**config.mk**
```make
export PLATFORM = sky130hd
export DESIGN_NAME = sync_trigger_fsm
export DESIGN_NICKNAME = d
export VERILOG_FILES = /design/src/rtl/sync_trigger_fsm.sv
export SDC_FILE = /design/constraint.sdc
export NUM_CORES = 1
export LEC_CHECK = 0
export ABC_AREA = 1
export CAP_MARGIN = 0
export CORE_MARGIN = 4
export CORE_UTILIZATION = 55
export CTS_BUF_LIST = sky130_fd_sc_hd__clkbuf_8
export DETAILED_ROUTE_END_ITERATION = 6
export GPL_TIMING_DRIVEN = 1
export PLACE_DENSITY = 0.8
export SETUP_SLACK_MARGIN = 0.15
export SYNTH_ARGS = -nofsm -noshare
export SYNTH_HDL_FRONTEND = slang
export SYNTH_SLANG_ARGS = --single-unit
```
**constraint.sdc**
```tcl
create_clock -name clock -period 3 [get_ports clock]
set_input_delay 0.45 -clock clock [delete_from_list [all_inputs] [get_ports clock]]
set_output_delay 0.45 -clock clock [all_outputs]
set_load 0.005 [all_outputs]
```
**src/rtl/sync_trigger_fsm.sv**
```systemverilog
// Synchronised gate-to-trigger sequencer.
// A rising edge on the asynchronous fast-gate strobe arms a programmable
// delay. After the delay, a trigger pulse of PULSE_W cycles is driven on the
// channels that were enabled at the arming edge. A hold-off period follows,
// and the block waits for the detectors to report ready again before it
// re-arms.
module sync_trigger_fsm #(
    parameter int N_CH    = 4,
    parameter int CNT_W   = 24,
    parameter int PULSE_W = 8,
    parameter int HOLDOFF = 16
) (
    input  logic              clock,
    input  logic              reset,
    input  logic              start_signal,
    input  logic              fg_signal,
    input  logic [N_CH-1:0]   ch_enable,
    input  logic [N_CH-1:0]   det_ready,
    input  logic [CNT_W-1:0]  delay_cycles,
    output logic [N_CH-1:0]   output_trigger,
    output logic              busy,
    output logic              missed_gate,
    output logic [15:0]       trig_count
);

    // One timer serves both the pulse length and the hold-off wait,
    // so it is sized for the longer of the two.
    localparam int TMR_MAX = (PULSE_W > HOLDOFF) ? PULSE_W : HOLDOFF;
    localparam int TMR_W   = (TMR_MAX > 1) ? $clog2(TMR_MAX) : 1;

    typedef enum logic [2:0] {
        IDLE,
        ARMED,
        DELAY,
        FIRE,
        HOLD
    } state_t;

    state_t            state;
    state_t            next_state;

    logic              start_s1;
    logic              start_s2;
    logic              fg_s1;
    logic              fg_s2;
    logic              fg_s3;
    logic [2:0]        fg_valid;
    logic [N_CH-1:0]   ready_s1;
    logic [N_CH-1:0]   ready_s2;

    logic [CNT_W-1:0]  delay_cnt;
    logic [CNT_W-1:0]  next_delay_cnt;
    logic [TMR_W-1:0]  timer;
    logic [TMR_W-1:0]  next_timer;
    logic [N_CH-1:0]   mask_q;
    logic [N_CH-1:0]   next_mask;
    logic              missed_next;
    logic              fire_entry;

    logic              gate_edge;
    logic              accept_ok;
    logic              latched_ready;

    // Synchronisers for the asynchronous inputs. fg_valid marks when the
    // third fg flop holds a real post-reset sample, so a strobe that is
    // already high when reset releases does not look like a fresh edge.
    always_ff @(posedge clock or posedge reset) begin
        if (reset) begin
            start_s1 <= 1'b0;
            start_s2 <= 1'b0;
            fg_s1    <= 1'b0;
            fg_s2    <= 1'b0;
            fg_s3    <= 1'b0;
            fg_valid <= '0;
            ready_s1 <= '0;
            ready_s2 <= '0;
        end else begin
            start_s1 <= start_signal;
            start_s2 <= start_s1;
            fg_s1    <= fg_signal;
            fg_s2    <= fg_s1;
            fg_s3    <= fg_s2;
            fg_valid <= {fg_valid[1:0], 1'b1};
            ready_s1 <= det_ready;
            ready_s2 <= ready_s1;
        end
    end

    assign gate_edge     = fg_s2 & ~fg_s3 & fg_valid[2];
    assign accept_ok     = (|ch_enable) && ((ready_s2 & ch_enable) == ch_enable);
    assign latched_ready = ((ready_s2 & mask_q) == mask_q);
    assign busy          = (state != IDLE) && (state != ARMED);

    // Next-state logic, counter updates and rejected-gate detection.
    always_comb begin
        next_state     = state;
        next_delay_cnt = delay_cnt;
        next_timer     = timer;
        next_mask      = mask_q;
        missed_next    = 1'b0;
        fire_entry     = 1'b0;
        case (state)
            IDLE: begin
                if (start_s2) begin
                    next_state = ARMED;
                end
            end
            ARMED: begin
                if (!start_s2) begin
                    next_state = IDLE;
                end else if (gate_edge) begin
                    if (accept_ok) begin
                        next_mask      = ch_enable;
                        next_delay_cnt = delay_cycles;
                        next_state     = DELAY;
                    end else begin
                        missed_next = 1'b1;
                    end
                end
            end
            DELAY: begin
                missed_next = gate_edge;
                if (!start_s2) begin
                    next_state = IDLE;
                end else if (delay_cnt == '0) begin
                    next_state = FIRE;
                    next_timer = TMR_W'(PULSE_W - 1);
                    fire_entry = 1'b1;
                end else begin
                    next_delay_cnt = delay_cnt - CNT_W'(1);
                end
            end
            FIRE: begin
                missed_next = gate_edge;
                if (timer == '0) begin
                    next_state = HOLD;
                    next_timer = TMR_W'(HOLDOFF - 1);
                end else begin
                    next_timer = timer - TMR_W'(1);
                end
            end
            HOLD: begin
                missed_next = gate_edge;
                if (timer != '0) begin
                    next_timer = timer - TMR_W'(1);
                end else if (latched_ready) begin
                    next_state = start_s2 ? ARMED : IDLE;
                end
            end
            default: begin
                next_state = IDLE;
            end
        endcase
    end

    // State, counters, registered outputs and the saturating trigger count.
    always_ff @(posedge clock or posedge reset) begin
        if (reset) begin
            state          <= IDLE;
            delay_cnt      <= '0;
            timer          <= '0;
            mask_q         <= '0;
            output_trigger <= '0;
            missed_gate    <= 1'b0;
            trig_count     <= '0;
        end else begin
            state          <= next_state;
            delay_cnt      <= next_delay_cnt;
            timer          <= next_timer;
            mask_q         <= next_mask;
            output_trigger <= (next_state == FIRE) ? next_mask : '0;
            missed_gate    <= missed_next;
            if (fire_entry && (trig_count != 16'hFFFF)) begin
                trig_count <= trig_count + 16'd1;
            end
        end
    end

endmodule

```
==> out/summary.txt <==
Max Fclk: 470 MHz
Clock Tree Root: clkbuf_8
# rows: 31
Critical Path RT: 3220 ps
synth unique cells: 33
routability cong.: 0.889
Final Hold Fails: 0
Max transition margin: 0.571
Initial Util: 0.572
Die Ht: 95.1 µm
I/O Buffers: 57
area share of the largest cell type after synthesis: 0.432
Post-synth top flop: dfrtp_1
Via density: 5.11
clock sinks: 72
Util after Layout: 0.687
cts repair resizes: 0
post-layout minimum cycle time: 2130 ps
most frequent cells in the layout: 206 x nand2_1, 72 x dfrtp_1, 65 x nor2_1
Cells after Synth: 580
Hold Path End: ready_s2[1]
final global-route overflow total: 0
dpl hpwl: 6840 µm
cell taking the most area after synthesis: dfrtp_1
design area: 0.00501 mm²
CTS tree: yes
Post-Synthesis Net Count: 620
post-synthesis cell area: 0.00417 mm²
Post-Synth XOR/XNOR Area: 0.0357
Final setup viols: 0
fillcell total: 631
H-tree levels: 3
First-pass DRT Iterations: 4
routed len/inst: 12.7 µm
worst reg2reg path endpoint: trig_count[14]
Synth Area in Compound Gates: 0.0633
Hold Crit Depth: 0
mux cell area share after synthesis: 0
worst skew pair latency: 340 ps
RSZ-0062 raised after global routing: no
Post-synth ARST share: 1.00
Synth Register Bits: 72
sequential share of the synthesized area: 0.432
Reg2Reg Setup Slack: 870 ps
cell area power density: 630 mW/mm²
largest family of logic cells by synthesized area: simple AND/OR/NAND/NOR gates
number of global-route vias before repair: 3,749
Area Growth Syn to Fin: 20.2%
Ys Warns: 0
Inserted Diodes: 0
clk buf depth: 2
die area: 0.00903 mm²
initial antenna violation count: 0
hold_buf cts: 0
largest net degree at the start of global routing: 73
global-route wire length before repair: 16,200 µm
status: complete, no violations
Slew Viols, Final: 0
Tcrit/Tclk final: 0.709
DRT Wirelength: 9460 µm
core area: 0.00729 mm²
Post-synth EDFFs: 0
Crit Path Class: reg2reg
# IOs: 58
worst hold start: ready_s1[1]
Crit. End Element: flip-flop
ratio of cells with drive above 1 in the final layout: 0.0854
Critical Path Start Type: flip-flop
crit path max fanout: 18
Synth Area in Simple Gates: 0.375
Avg Cell Area, Syn: 7.19 µm²
hold crit path type: reg2reg
nets@finish: 679
TritonCTS Buffers: 9
Clock Pin Slew Worst Setup and Hold Paths: 80 ps
Worst Clk Skew: 8.15 ps
Post-CTS Setup Bufs: 0
initial DRC count: 217
CP arrival: 2350 ps
worst vdd ir: 0.371 mV
most common cell after layout, fill and taps aside: nand2_1
# DRC: 0
gr usage total: 0.229
TNS Setup: 0 ps
Worst R2R Start: delay_cnt[0]
worst slew pin tran: 641 ps
Area after DPL: 0.00482 mm²
die width: 95.1 µm
synth top area cells: dfrtp_1 43%, nand2_1 19%, nand3_1 7.0%
P_leak: 2.43 nW
Vias: 3,799
adder-cell share of the synthesized area: 0.0120
Final ANT Viol Nets: 0
maxcap violations: 0
Register-to-Register Path Depth: 11
## cells in the mapped netlist (5+ instances only)
cell      count
nand3_1      58
o21ai_0      23
nand4_1      10
nor3_1        6
buf_6         5
xor2_1        8
inv_1        60
dfrtp_1      72
nor2_1       65
or2_2         5
xnor2_1       9
o21ai_2      10
nand2_1     206
clkbuf_1      5
inv_2         5
## power by group
group | leakage [nW] | internal (W) | switching [W]
registers | 0.903 | 0.00117 | 0.000214
logic | 1.43 | 0.000392 | 0.000653
clock network | 0.0941 | 0.000333 | 0.000390
total | 2.43 | 0.00190 | 0.00126
## registers in the layout, summed over array words and instances (netlist names)
register,flops
delay_cnt,24
trig_count,16
mask_q,4
output_trigger,4
ready_s1,4
ready_s2,4
timer,4
fg_valid,3
state,3
fg_s1,1
fg_s2,1
fg_s3,1
missed_gate,1
start_s1,1
start_s2,1
## kinds of logic (layout without fill, tap and decap cells)
logic type / Yosys count / after routing
buffers and inverters: 78 / 142
XOR/XNOR: 17 / 17
adder cells (fa/ha/maj): 4 / 4
other: 1 / 1
AND/OR/NAND/NOR: 366 / 366
AO/OA/AOI/OAI: 42 / 42
flip-flops: 72 / 72
## layout make-up
type / count / area [µm²] / area share
Sequential cell: 72 / 1800 / 0.360
Timing Repair Buffer: 61 / 626 / 0.125
Clock buffer: 10 / 138 / 0.0275
Clock inverter: 6 / 47.5 / 0.00949
Inverter: 65 / 244 / 0.0487
Tap cell: 99 / 124 / 0.0247
Multi-Input combinational cell: 430 / 2030 / 0.405
## stage by stage
| step | total power, W | worst slack (ps) | hold slack [ps] | instances |
|---|---|---|---|---|
| final | 0.00316 | 874 | 353 | 743 |
| after global placement | 0.00239 | 887 | 331 | 727 |
| after floorplan | 0.00216 | 725 | 331 | 580 |
| after detailed placement | 0.00244 | 817 | 335 | 727 |
| after global routing | 0.00342 | 635 | 359 | 743 |
| after CTS | 0.00317 | 872 | 355 | 743 |
## worst max path at each step
stage	startpoint	to	slack (ps)	depth (start not counted)
2_1_floorplan	reset	delay_cnt[0]	730	1
3_3_place_gp	ch_enable[0]	delay_cnt[22]	890	11
4_1_cts	delay_cnt[0]	trig_count[14]	870	11
6_report	delay_cnt[0]	trig_count[14]	870	11
3_5_place_dp	ch_enable[1]	delay_cnt[8]	820	11
5_1_grt	delay_cnt[0]	trig_count[14]	640	11
## worst max-delay path, cell delays in order (launching register included)
cell and delay (ps):
dfrtp_1 380, inv_1 120, ha_1 280, nand2_2 130
nor2_4 180, nand2_1 100, inv_2 80, nand3_2 100
nor2_4 260, nand2_4 190, nand2_1 100, o21ai_0 70
## metal layers
metal / up-vias / wire length (µm) / track usage
met1: 1732 / 4090 / 0.276
met3: 21 / 522 / 0.0513
li1: 1941 / - / -
met2: 105 / 4610 / 0.395
met5: - / 0 / 0
met4: 0 / 236 / 0.0925
Note: power is estimated with default switching activity, not from simulation.
==> edit (same settings) <==
Re-encode `state_t` (5 states) as one-hot, 5 bits wide.
--- a/src/rtl/sync_trigger_fsm.sv
+++ b/src/rtl/sync_trigger_fsm.sv
@@ -28,12 +28,12 @@
     localparam int TMR_MAX = (PULSE_W > HOLDOFF) ? PULSE_W : HOLDOFF;
     localparam int TMR_W   = (TMR_MAX > 1) ? $clog2(TMR_MAX) : 1;
 
-    typedef enum logic [2:0] {
-        IDLE,
-        ARMED,
-        DELAY,
-        FIRE,
-        HOLD
+    typedef enum logic [4:0] {
+        IDLE  = 5'b00001,
+        ARMED = 5'b00010,
+        DELAY = 5'b00100,
+        FIRE  = 5'b01000,
+        HOLD  = 5'b10000
     } state_t;
 
     state_t            state;
Formal check against the unedited RTL: same outputs for any inputs over 10 cycles, from zero or initial values and one cycle with reset high; not proved beyond that.
==> edit against the original RTL <==
Non-clock buffer count unchanged; sequential power increased by 3%; final area decreased by 0.70%; worst setup slack got worse by 0.26 ns; hold slack got worse by 0.0016 ns; combinational power increased by 7%; critical path type is now reg2out; area after synthesis decreased by 0.21%; power increased by 2.3%; sequential cell count increased by 2; count of clock-buffer cells in the layout decreased by 1; wire length decreased by 2.8%; first-iteration DRC count decreased by 26%.
==> edit: results (changes against the original RTL) <==
clock_tree:
  clk_pin_slew_ns: 0.08  # about the same
  htreeDepth: 3  # unchanged
  numCtsBuffers: 9  # unchanged
  cts_setup_buffers: 0  # unchanged
  root_buffer: "clkbuf_8"
  clockBufferDepth: 2  # unchanged
  cts_resized: 0  # unchanged
  insertion_delay_ns: 0.36  # +0.02 ns
setup_path:
  crit_path_start: "state[0]"
  r2r_cells: 11  # unchanged
  r2r-end: "delay_cnt[18]"
  regToRegSetupSlack_ns: 0.74  # -0.13 ns
  reg2reg_from: "delay_cnt[0]"
  arrival_ns: 1.94  # -0.41 ns
  worstPathMaxFanout: 3  # -15
  crit_path_end: "busy"
place:
  dpl_worst_slack_ns: 0.618  # -0.200 ns
  gp_congestion: 0.873  # -1.9%
  post-dp-hpwl_um: 6520  # -4.7%
  portBuffers: 57  # unchanged
synthesis:
  synth_compound_area_share_pct: 6.68  # +0.34 points
  ys_warn_count: 0  # unchanged
  synth-xor-area-share_pct: 3.79  # +0.22 points
  yosysUniqueCellTypes: 37  # +12%
  ys_top_cells_by_area: "dfrtp_1, nand2_1, nor2_1"
  synthTopCellsByCount: "nand2_1, dfrtp_1, nor2_1"
  synth.area.mux_share_pct: 0.241  # +0.24 points
  synth_fp_nets: 606  # -2.3%
  synthArstFlopShare_pct: 100  # unchanged
  synthAdderAreaFrac_pct: 0.903  # -0.30 points
  synth_top_flop_cell: "dfrtp_1"
  ys_seq_area_share_pct: 44.6  # +1.3 points
run_status:
  status: "finished clean"
layout:
  final_layout_size_suffix_gt1_share_pct: 7.46  # -1.1 points
  nets: 665  # -2.1%
  diodes: 0  # unchanged
  regMostFlops: "delay_cnt"
  reg_top3: "delay_cnt: 24 flops, trig_count: 16 flops, state: 5 flops"
  fill_cells: 656  # +4.0%
drt:
  wirelength_um: 9190  # -2.8%
  routed_via_density: 5.14  # +0.55%
  initialDrtViolationCount: 160  # -26%
  firstDrtPassIters: 4  # unchanged
global_routing:
  grt_pass1_wl_um: 15800  # -2.1%
  grt_max_degree: 75  # +2.7%
  grt_pass1_vias: 3654  # -2.5%
  grt_usage_pct: 22.4  # -0.44 points
  antenna_found_initial: 0  # unchanged
worst_hold_path:
  hold_class: "reg2reg"
power_and_ir_drop:
  p_leak_uw: 0.00246  # +1.3%
  swShare_pct: 40.7  # +0.88 points
  irDropWorstVdd_uv: 316  # -15%
timing:
  clock_skew_ns: 0.0123  # +0.00417 ns
## edit: layer usage
layer | wire [µm] | track usage [%]
met5 | 0 | 0
met4 | 200 | 8.65
met3 | 456 | 5.58
met2 | 4470 | 38.5
met1 | 4070 | 27.0
## edit: worst min path at each step
stage / end / slack, ns / cells after the start / start
4_1_cts: fg_valid[2] / 0.35 / 0 / fg_valid[1]
3_5_place_dp: fg_valid[2] / 0.34 / 0 / fg_valid[1]
2_1_floorplan: fg_s2 / 0.33 / 0 / fg_s1
6_report: ready_s2[1] / 0.35 / 0 / ready_s1[1]
3_3_place_gp: ready_s2[1] / 0.33 / 0 / ready_s1[1]
5_1_grt: fg_valid[2] / 0.36 / 0 / fg_valid[1]
## edit: cell type report
type                       instances  share of cell area [%]
clock buffer                       9                    2.49
clock inverter                     6                   0.880
inverter                          50                    3.77
multi-input combinational        430                    40.8
sequential                        74                    37.2
tap                               99                    2.49
timing repair buffer              61                    12.3
## edit: power groups by stage
stage | clock [µW] | combinational (µW) | sequential, µW
2_1_floorplan | 0 | 884 | 1380
3_3_place_gp | 0 | 1080 | 1430
3_5_place_dp | 0 | 1120 | 1440
4_1_cts | 702 | 1130 | 1420
5_1_grt | 751 | 1300 | 1460
6_report | 685 | 1120 | 1430
## edit: metrics by stage
stage	hold WS [ns]	cells	total power [µW]	instance area, µm²
detailed placement	0.336	714	2560	4810
floorplan	0.331	567	2260	4160
finish	0.352	729	3230	4970
global route	0.359	729	3510	4970
CTS	0.353	729	3250	4970
global placement	0.332	714	2510	4810
## edit: worst max-delay path: stages, from the launching register on
cell and delay, ns:
dfstp_2 0.55, inv_1 0.04, nand4_1 0.16, inv_1 0.10, nor2_1 0.19, clkdlybuf4s50_1 0.54
## edit: logic make-up (layout without fill, tap and decap cells)
family	count (synthesis)	count (layout)
AOI/OAI and AO/OA	46	46
xor gates and xnor gates	18	18
adders and majority gates	3	3
buffers and inverters	63	126
DFF	74	74
muxes	1	1
other	1	1
and+or+nand+nor	361	361
